**config.mk**
```make
export PLATFORM = sky130hd
export DESIGN_NAME = irow_filter
export DESIGN_NICKNAME = d
export VERILOG_FILES = /design/src/rtl/irow_filter.sv
export SDC_FILE = /design/constraint.sdc
export NUM_CORES = 1
export LEC_CHECK = 0
export CAP_MARGIN = 20
export CORE_UTILIZATION = 55
export DETAILED_ROUTE_END_ITERATION = 7
export GPL_TIMING_DRIVEN = 0
export PLACE_DENSITY_LB_ADDON = 0.15
export SLEW_MARGIN = 40
export SYNTH_ARGS = -nofsm -noshare
export SYNTH_HDL_FRONTEND = slang
export SYNTH_SLANG_ARGS = --single-unit
```
**constraint.sdc**
```tcl
create_clock -name clk_irf -period 21.7 [get_ports clk_irf]
set_input_delay 3.255 -clock clk_irf [delete_from_list [all_inputs] [get_ports clk_irf]]
set_output_delay 3.255 -clock clk_irf [all_outputs]
set_load 0.1 [all_outputs]
```
**src/rtl/irow_filter.sv**
```systemverilog
// Inverse reversible 5/3 lifting along one line: takes L/H coefficient pairs,
// emits reconstructed even/odd sample pairs with one pair of latency plus a flush.
module irow_filter (
  input  logic        clk_irf,
  input  logic        rst_syn,
  input  logic        ilu_work,
  input  logic [7:0]  row_len,
  input  logic [15:0] row_ldata,
  input  logic [15:0] row_hdata,
  input  logic        row_in_vld,
  output logic [15:0] even_data,
  output logic [15:0] odd_data,
  output logic        out_vld,
  output logic        line_done
);

  localparam int unsigned DW = 16;
  localparam int unsigned IW = 18;
  localparam int unsigned CW = 8;

  typedef enum logic [1:0] {S_IDLE, S_RUN, S_FLUSH} state_t;

  state_t               r_state;
  logic [CW-1:0]        r_cnt;
  logic [CW-1:0]        r_last;
  logic signed [IW-1:0] r_h;
  logic signed [IW-1:0] r_e;

  logic                 w_first;
  logic signed [IW-1:0] w_l;
  logic signed [IW-1:0] w_h;
  logic signed [IW-1:0] w_hprev;
  logic signed [IW-1:0] w_e;
  logic [DW-1:0]        w_odd_run;
  logic [DW-1:0]        w_odd_flush;
  logic [CW-1:0]        w_len_last;
  state_t               w_first_state;

  // Lifting datapath: e[k] from the incoming pair, o[k-1] from stored H/e.
  always_comb begin
    w_first       = (r_state != S_RUN);
    w_l           = {{(IW-DW){row_ldata[DW-1]}}, row_ldata};
    w_h           = {{(IW-DW){row_hdata[DW-1]}}, row_hdata};
    w_hprev       = w_first ? w_h : r_h;
    w_e           = w_l - ((w_hprev + w_h + IW'(2)) >>> 2);
    w_odd_run     = DW'(r_h + ((r_e + w_e) >>> 1));
    w_odd_flush   = DW'(r_h + r_e);
    w_len_last    = CW'(row_len - CW'(1));
    w_first_state = (w_len_last == '0) ? S_FLUSH : S_RUN;
  end

  // Line sequencing with registered outputs; disable behaves like reset.
  always_ff @(posedge clk_irf) begin
    if (!rst_syn || !ilu_work) begin
      r_state   <= S_IDLE;
      r_cnt     <= '0;
      r_last    <= '0;
      r_h       <= '0;
      r_e       <= '0;
      even_data <= '0;
      odd_data  <= '0;
      out_vld   <= 1'b0;
      line_done <= 1'b0;
    end else begin
      out_vld   <= 1'b0;
      line_done <= 1'b0;
      case (r_state)
        S_IDLE: begin
          if (row_in_vld) begin
            r_e     <= w_e;
            r_h     <= w_h;
            r_cnt   <= CW'(1);
            r_last  <= w_len_last;
            r_state <= w_first_state;
          end
        end
        S_RUN: begin
          if (row_in_vld) begin
            even_data <= r_e[DW-1:0];
            odd_data  <= w_odd_run;
            out_vld   <= 1'b1;
            r_e       <= w_e;
            r_h       <= w_h;
            if (r_cnt == r_last) begin
              r_state <= S_FLUSH;
            end else begin
              r_cnt <= CW'(r_cnt + CW'(1));
            end
          end
        end
        S_FLUSH: begin
          // Last pair uses e[N] = e[N-1]; a new line's pair 0 may load alongside.
          even_data <= r_e[DW-1:0];
          odd_data  <= w_odd_flush;
          out_vld   <= 1'b1;
          line_done <= 1'b1;
          if (row_in_vld) begin
            r_e     <= w_e;
            r_h     <= w_h;
            r_cnt   <= CW'(1);
            r_last  <= w_len_last;
            r_state <= w_first_state;
          end else begin
            r_state <= S_IDLE;
          end
        end
        default: r_state <= S_IDLE;
      endcase
    end
  end

endmodule

```
* Yosys cells after proc, flatten, opt, wreduce, memory -nomap -nowiden
Index checks and enable logic that the tools add are counted.
** Storage, ports and cells
- Memory bits (writable) :: 0
- Output and inout bits :: 34
- Latch bits :: 0
- Flip-flop bits (word level) :: 85
- Memories :: 0
- Bits in read-only memories :: 0
- Bits of input ports :: 44
- Logic and storage cells :: 58
** Cells by class
- Multiplexer cells :: 18
- Magnitude comparators :: 0
- Shifts and indexed selects :: 0
- Add/sub/neg operators :: 8
- Div/mod/pow operators :: 0
- Eq/ne operators :: 9
- $mul :: 0
- Reduce and logical (&&, ||, !) cells :: 14
- Bitwise gates (word level) :: 0
** Operator list (count)
- case mux 16 bit (2 select lines) :: 2
- adder 16 bit :: 2
- two-way mux 16 bit :: 2
- two-way mux 8 bit :: 3
- adder 18 x 16 -> 18 bit :: 1
- adder 18 x 3 -> 18 bit, second input constant :: 1
- two-way mux 18 bit :: 1
- adder 17 bit :: 1
- subtractor 16 x 16 -> 17 bit :: 1
- case mux 8 bit (2 select lines) :: 1
- two-way mux 2 bit :: 5
- adder 8 x 1 -> 8 bit, second input constant :: 1
- equality test 8 bit :: 1
- logical NOT 8 bit :: 1
- != test 2 bit, second input constant :: 4
- subtractor 8 x 1 -> 8 bit, second input constant :: 1
- case mux 2 bit (3 select lines) :: 1
- AND reduction 2 bit :: 3
- != test 2 x 1 -> 1 bit, second input constant :: 2
- AND reduction 4 bit :: 1
- nonzero test 2 bit :: 2
- AND reduction 3 bit :: 1
- OR reduction 3 bit :: 1
- equality test 2 x 1 -> 1 bit, second input constant :: 1
- other kinds (7) :: 9

* Depth between registers and ports, before layout
Gate-level depths: netlist (run 1).
- Depth in word-level cells :: 9
- Mapped depth :: 38
- Mapped depth without buffers :: 36

* Worst setup path before layout (run 1)
No wires, ideal clock.
- Path type :: input-to-reg
- Start :: input row_hdata[2]
- End :: register odd_data[15]
- Stages :: 28
- Setup slack :: 12.464 ns
- Required time :: 21.635 ns
- Arrival :: 9.171 ns
- Library setup time :: 0.065 ns
- Path buffers :: 0
- Cells stage by stage :: mux2_2 -> ha_1 -> ha_1 -> a41o_1 -> a21o_1 -> a2111oi_4 -> nor3_1 -> a31o_1 -> a211o_1 -> nand2_1 -> ha_1 -> nand3_1 -> a211oi_1 -> o21a_1 -> or3_1 -> and2_1 -> ha_1 -> or3_1 -> or3_1 -> a31oi_1 -> xor2_1 -> o21ai_1 -> ha_1 -> or3_1 -> nor3_2 -> o211ai_1 -> or4_1 -> nand3_1
** On the way
- Cells in the longest elaborated chain, start to end :: 8
** Ends and longest elaborated chain
- start: declaration :: line 9 : input logic [15:0] row_hdata,
- two-way mux 18 bit :: line 44 : w_hprev = w_first ? w_h : r_h;
- adder 18 x 16 -> 18 bit * :: line 45 : w_e = w_l - ((w_hprev + w_h + IW'(2)) >>> 2);
- adder 18 x 3 -> 18 bit * :: line 45
- subtractor 16 x 16 -> 17 bit * :: line 45
- net w_e[11] :: line 33 : logic signed [IW-1:0] w_e;
- adder 17 bit * :: line 46 : w_odd_run = DW'(r_h + ((r_e + w_e) >>> 1));
- adder 16 bit * :: line 46
- two-way mux 16 bit * :: line 78 : if (row_in_vld) begin
- case mux 16 bit (2 select lines) * :: line 67 : case (r_state)
- end signal: assignment :: line 80 : odd_data <= w_odd_run;
- end signal: assignment :: line 94 : odd_data <= w_odd_flush;
- end: declaration :: line 12 : output logic [15:0] odd_data,
Mark *: on every way through the listed nets, which the timed path passes. The rest lies on a longest branch. The select of a mux whose other input is x is not followed.
A chain may end at the register's enable or synchronous reset.

* Worst setup path after layout (run 1)
Same ends and word-level chain as after synthesis.

==> impl_metrics.env, run 1 <==
export IMPL_final_antenna_net_count=0
export IMPL_detail_route_iter0_violations=400
export IMPL_number_of_synthesized_flops_with_an_enable_pin=0
export IMPL_maximum_ir_drop_on_the_vdd_rail_v=0.0000616
export IMPL_place_worst_setup_slack_ns=11.46
export IMPL_crit_start="row_hdata[2]"
export IMPL_endpoint="odd_data[15]"
export IMPL_final_setup_viol_count=0
export IMPL_timing_final_hold_violations=0
export IMPL_crit_slowest_cell="sky130_fd_sc_hd__clkdlybuf4s50_1"
export IMPL_fin_crit_sh_pct=45.8
export IMPL_critPathArrivalTime_ns=10.24
export IMPL_ctsHtreeMaxLevel=3
export IMPL_netlist_cell_type_count=62
export IMPL_biggest_fanout_along_the_worst_timing_path=6
export IMPL_antenna_cells=0
export IMPL_worst_pin_slew_ns=0.829
export IMPL_maxClockFrequency_mhz=101
export IMPL_max_cap_violations=0
export IMPL_rows=40
export IMPL_antenna_violations_before_repair=0
export IMPL_drc=0
export IMPL_syn2layout_area_growth_pct=15.7
export IMPL_routed_wire_length_per_instance_um=14.8
export IMPL_slew_headroom_pct=44.6
export IMPL_grt_first_pass_wirelength_um=27300
export IMPL_coreArea_mm2=0.0120
export IMPL_synth_sequential_area_ratio_pct=25.2
export IMPL_maximum_number_of_pins_on_one_net_before_global_route_repair=14
export IMPL_tns_ns=0
export IMPL_run_status="finished, final reports clean"
export IMPL_timing_critical_path_mode_cell="sky130_fd_sc_hd__ha_1"
export IMPL_initial_utilization_pct=56.2
export IMPL_drv_slew=0
export IMPL_tritoncts="done"
export IMPL_cts_max_path_bufs=2
export IMPL_first_global_vias=5774
export IMPL_insertion_delay_ns=0.34
export IMPL_postCtsHoldBufs=0
export IMPL_layout_common_cells="165 x sky130_fd_sc_hd__nand2_1, 98 x sky130_fd_sc_hd__a21oi_1, 86 x sky130_fd_sc_hd__ha_1"
export IMPL_overflow=0
export IMPL_root_buffer="sky130_fd_sc_hd__clkbuf_16"
export IMPL_worst_setup_path_end_kind="flop"
export IMPL_grt_util_all_layers_pct=26.7
export IMPL_worst_r2r_endpoint="odd_data[15]"
export IMPL_synthesis_instances=879
export IMPL_reg2reg_start="r_state[1]"
export IMPL_cts_inserted_buffers=9
export IMPL_setup_reg_to_reg_worst_slack_ns=12.99
export IMPL_route_final_wire_length_um=16500
export IMPL_synthesis_nets=1013
export IMPL_port_buffers=76
export IMPL_slowest_delay_ns=0.45
export IMPL_worstPathRequired_ns=21.99
export IMPL_die_width_um=113
export IMPL_power_density_mw_per_mm2=108
export IMPL_die_height_um=113
export IMPL_io_pin_count=78
export IMPL_cts_repair_timing_setup_buffer_count=0
export IMPL_async_flop_share_pct=0
export IMPL_layout_cells_sized_above_1_pct=7.73
export IMPL_synth_cell_area_mm2=0.00675
export IMPL_ys_flop_type="sky130_fd_sc_hd__dfxtp_1"
export IMPL_fin_ws_ns=11.75
export IMPL_yosys_register_bits=85
export IMPL_grt_setup_unrepaired="no"
export IMPL_clkTransAtPathRegs_ns=0.07
export IMPL_setup_worst_path_start_class="input pin"
export IMPL_timing_setup_critical_path_class="in2reg"
export IMPL_yosys_warnings=0
export IMPL_finish_net_count=1100
export IMPL_post_route_min_period_ns=9.95
export IMPL_cts_resized=0
export IMPL_cts_sinks=85
export IMPL_gpl_final_weighted_congestion=0.900
export IMPL_leak_nw=3.32
export IMPL_worst_r2r_path_depth=33
export IMPL_detailroute_via_count=6368
export IMPL_final_common_cell="sky130_fd_sc_hd__nand2_1"
export IMPL_hold_removal_path_class="reg2reg"
export IMPL_synthesis_area_per_instance_um2=7.68
export IMPL_drt_pass1_iterations=5
export IMPL_detailed_place_hpwl_um=13300
export IMPL_skew_ns=0.0105
export IMPL_die_area_mm2=0.0127
export IMPL_route_detailed_vias_per_inst=5.70
-- logic make-up after synthesis --
| group | Yosys count | share of synthesized area (%) |
|---|---|---|
| simple gates | 337 | 22.5 |
| fa+ha+maj | 90 | 17.1 |
| buf+inv | 63 | 3.52 |
| mux | 18 | 2.93 |
| xor+xnor | 61 | 7.91 |
| flops | 85 | 25.2 |
| compound gates | 225 | 20.9 |
-- critical path, delay by kind of cell --
kind | cells | cell delay (ns)
AOI/OAI and AO/OA | 11 | 2.14
adders and majority gates | 5 | 1.45
and+or+nand+nor | 11 | 2.49
buffers and inverters | 1 | 0.45
muxes | 1 | 0.28
xor gates and xnor gates | 1 | 0.17
-- area by class of cell --
class                   count  area, um^2
plain buffers              32         121
fillers                  1101        4200
clock buffers              10         229
multi-input cells         731        4820
repair buffers             76         591
clock inverters             5        52.6
flip-flops and latches     85        1700
well taps                 147         184
inverters                  31         116
-- metal layers --
metal  track usage [%]  part of all wire [%]
met1              36.7                    49
met2              44.2                    45
met3              3.70                   4.9
met4              6.67                   1.1
met5                 0                     0
-- flip-flops by register name, summed over array words and instances (netlist names) --
name / flops
line_done: 1
r_e: 17
out_vld: 1
even_data: 16
r_cnt: 8
odd_data: 16
r_h: 16
r_last: 8
r_state: 2
-- power by group --
group          total, W  switching, W  internal, W  leakage [nW]
registers      0.000175    0.00000975     0.000165         0.690
logic          0.000519      0.000300     0.000220          2.49
clock network  0.000149     0.0000612    0.0000879         0.138
-- worst min path at each step --
stage,start,endpoint,depth (start not counted)
CTS,odd_data[10],odd_data[10],2
global placement,odd_data[6],odd_data[6],2
finish,odd_data[10],odd_data[10],2
floorplan,r_h[0],r_h[0],2
detailed placement,odd_data[11],odd_data[11],2
global route,odd_data[11],odd_data[11],2
-- cells in the mapped netlist (3+ instances only) --
master	instances	share of area [%]
sky130_fd_sc_hd__nand4_1	5	0.46
sky130_fd_sc_hd__o21bai_1	4	0.44
sky130_fd_sc_hd__nand3_1	23	1.7
sky130_fd_sc_hd__o211ai_1	6	0.67
sky130_fd_sc_hd__clkbuf_1	29	1.6
sky130_fd_sc_hd__a211o_1	3	0.39
sky130_fd_sc_hd__and3_1	8	0.74
sky130_fd_sc_hd__ha_1	86	16
sky130_fd_sc_hd__xor2_1	29	3.8
sky130_fd_sc_hd__xnor2_1	32	4.2
sky130_fd_sc_hd__nor3_1	22	1.6
sky130_fd_sc_hd__o21a_1	9	1.0
sky130_fd_sc_hd__nor2_1	58	3.2
sky130_fd_sc_hd__nor2b_1	10	0.93
sky130_fd_sc_hd__nand2_1	165	9.2
sky130_fd_sc_hd__a21oi_1	98	7.3
sky130_fd_sc_hd__nand2b_1	9	0.83
sky130_fd_sc_hd__mux2i_1	4	0.59
sky130_fd_sc_hd__inv_1	30	1.7
sky130_fd_sc_hd__a211oi_1	21	2.3
sky130_fd_sc_hd__or3_1	13	1.2
sky130_fd_sc_hd__mux2_2	14	2.3
sky130_fd_sc_hd__o31ai_1	7	0.78
sky130_fd_sc_hd__nor4_1	7	0.65
sky130_fd_sc_hd__o21ai_1	11	0.82
sky130_fd_sc_hd__a21o_1	8	0.89
sky130_fd_sc_hd__o21ai_0	29	2.1
sky130_fd_sc_hd__and2_1	6	0.56
sky130_fd_sc_hd__a31oi_1	4	0.37
sky130_fd_sc_hd__o41ai_1	3	0.39
sky130_fd_sc_hd__o31a_1	3	0.39
sky130_fd_sc_hd__nand3b_1	3	0.33
sky130_fd_sc_hd__fa_1	4	1.2
sky130_fd_sc_hd__dfxtp_1	85	25
-- metrics by stage --
stage                     cells  util [%]  power, W  area [um^2]  hold slack, ns
final                      1117      65.1  0.000843         7810           0.447
after global placement     1102      64.1  0.000687         7700           0.439
after floorplan             879         -  0.000596         6750           0.449
after detailed placement   1102      62.7  0.000688         7530           0.442
after CTS                  1117      65.1  0.000839         7810           0.449
after global routing       1117      65.1  0.000914         7810           0.457
Power figures use the tool's default switching activity.
==> run 2, diff against run 1 <==
==> constraint.sdc (replaced) <==
create_clock -name clk_irf -period 10.4 [get_ports clk_irf]
set_input_delay 1.56 -clock clk_irf [delete_from_list [all_inputs] [get_ports clk_irf]]
set_output_delay 1.56 -clock clk_irf [all_outputs]
set_load 0.1 [all_outputs]
==> results of run 2 <==
Same layout as run 1 (identical final DEF). Status: finished, final reports clean.
Main changes from that run: setup slack after placement 11.46 ns -> 1.79 ns; setup slack after layout 11.75 ns -> 1.69 ns; start point of the critical path row_hdata[2] -> r_state[1]; register-to-register setup slack 12.99 ns -> 1.69 ns; total power 0.000843 W -> 0.00176 W; worst IR drop on VDD 0.0000616 V -> 0.000129 V
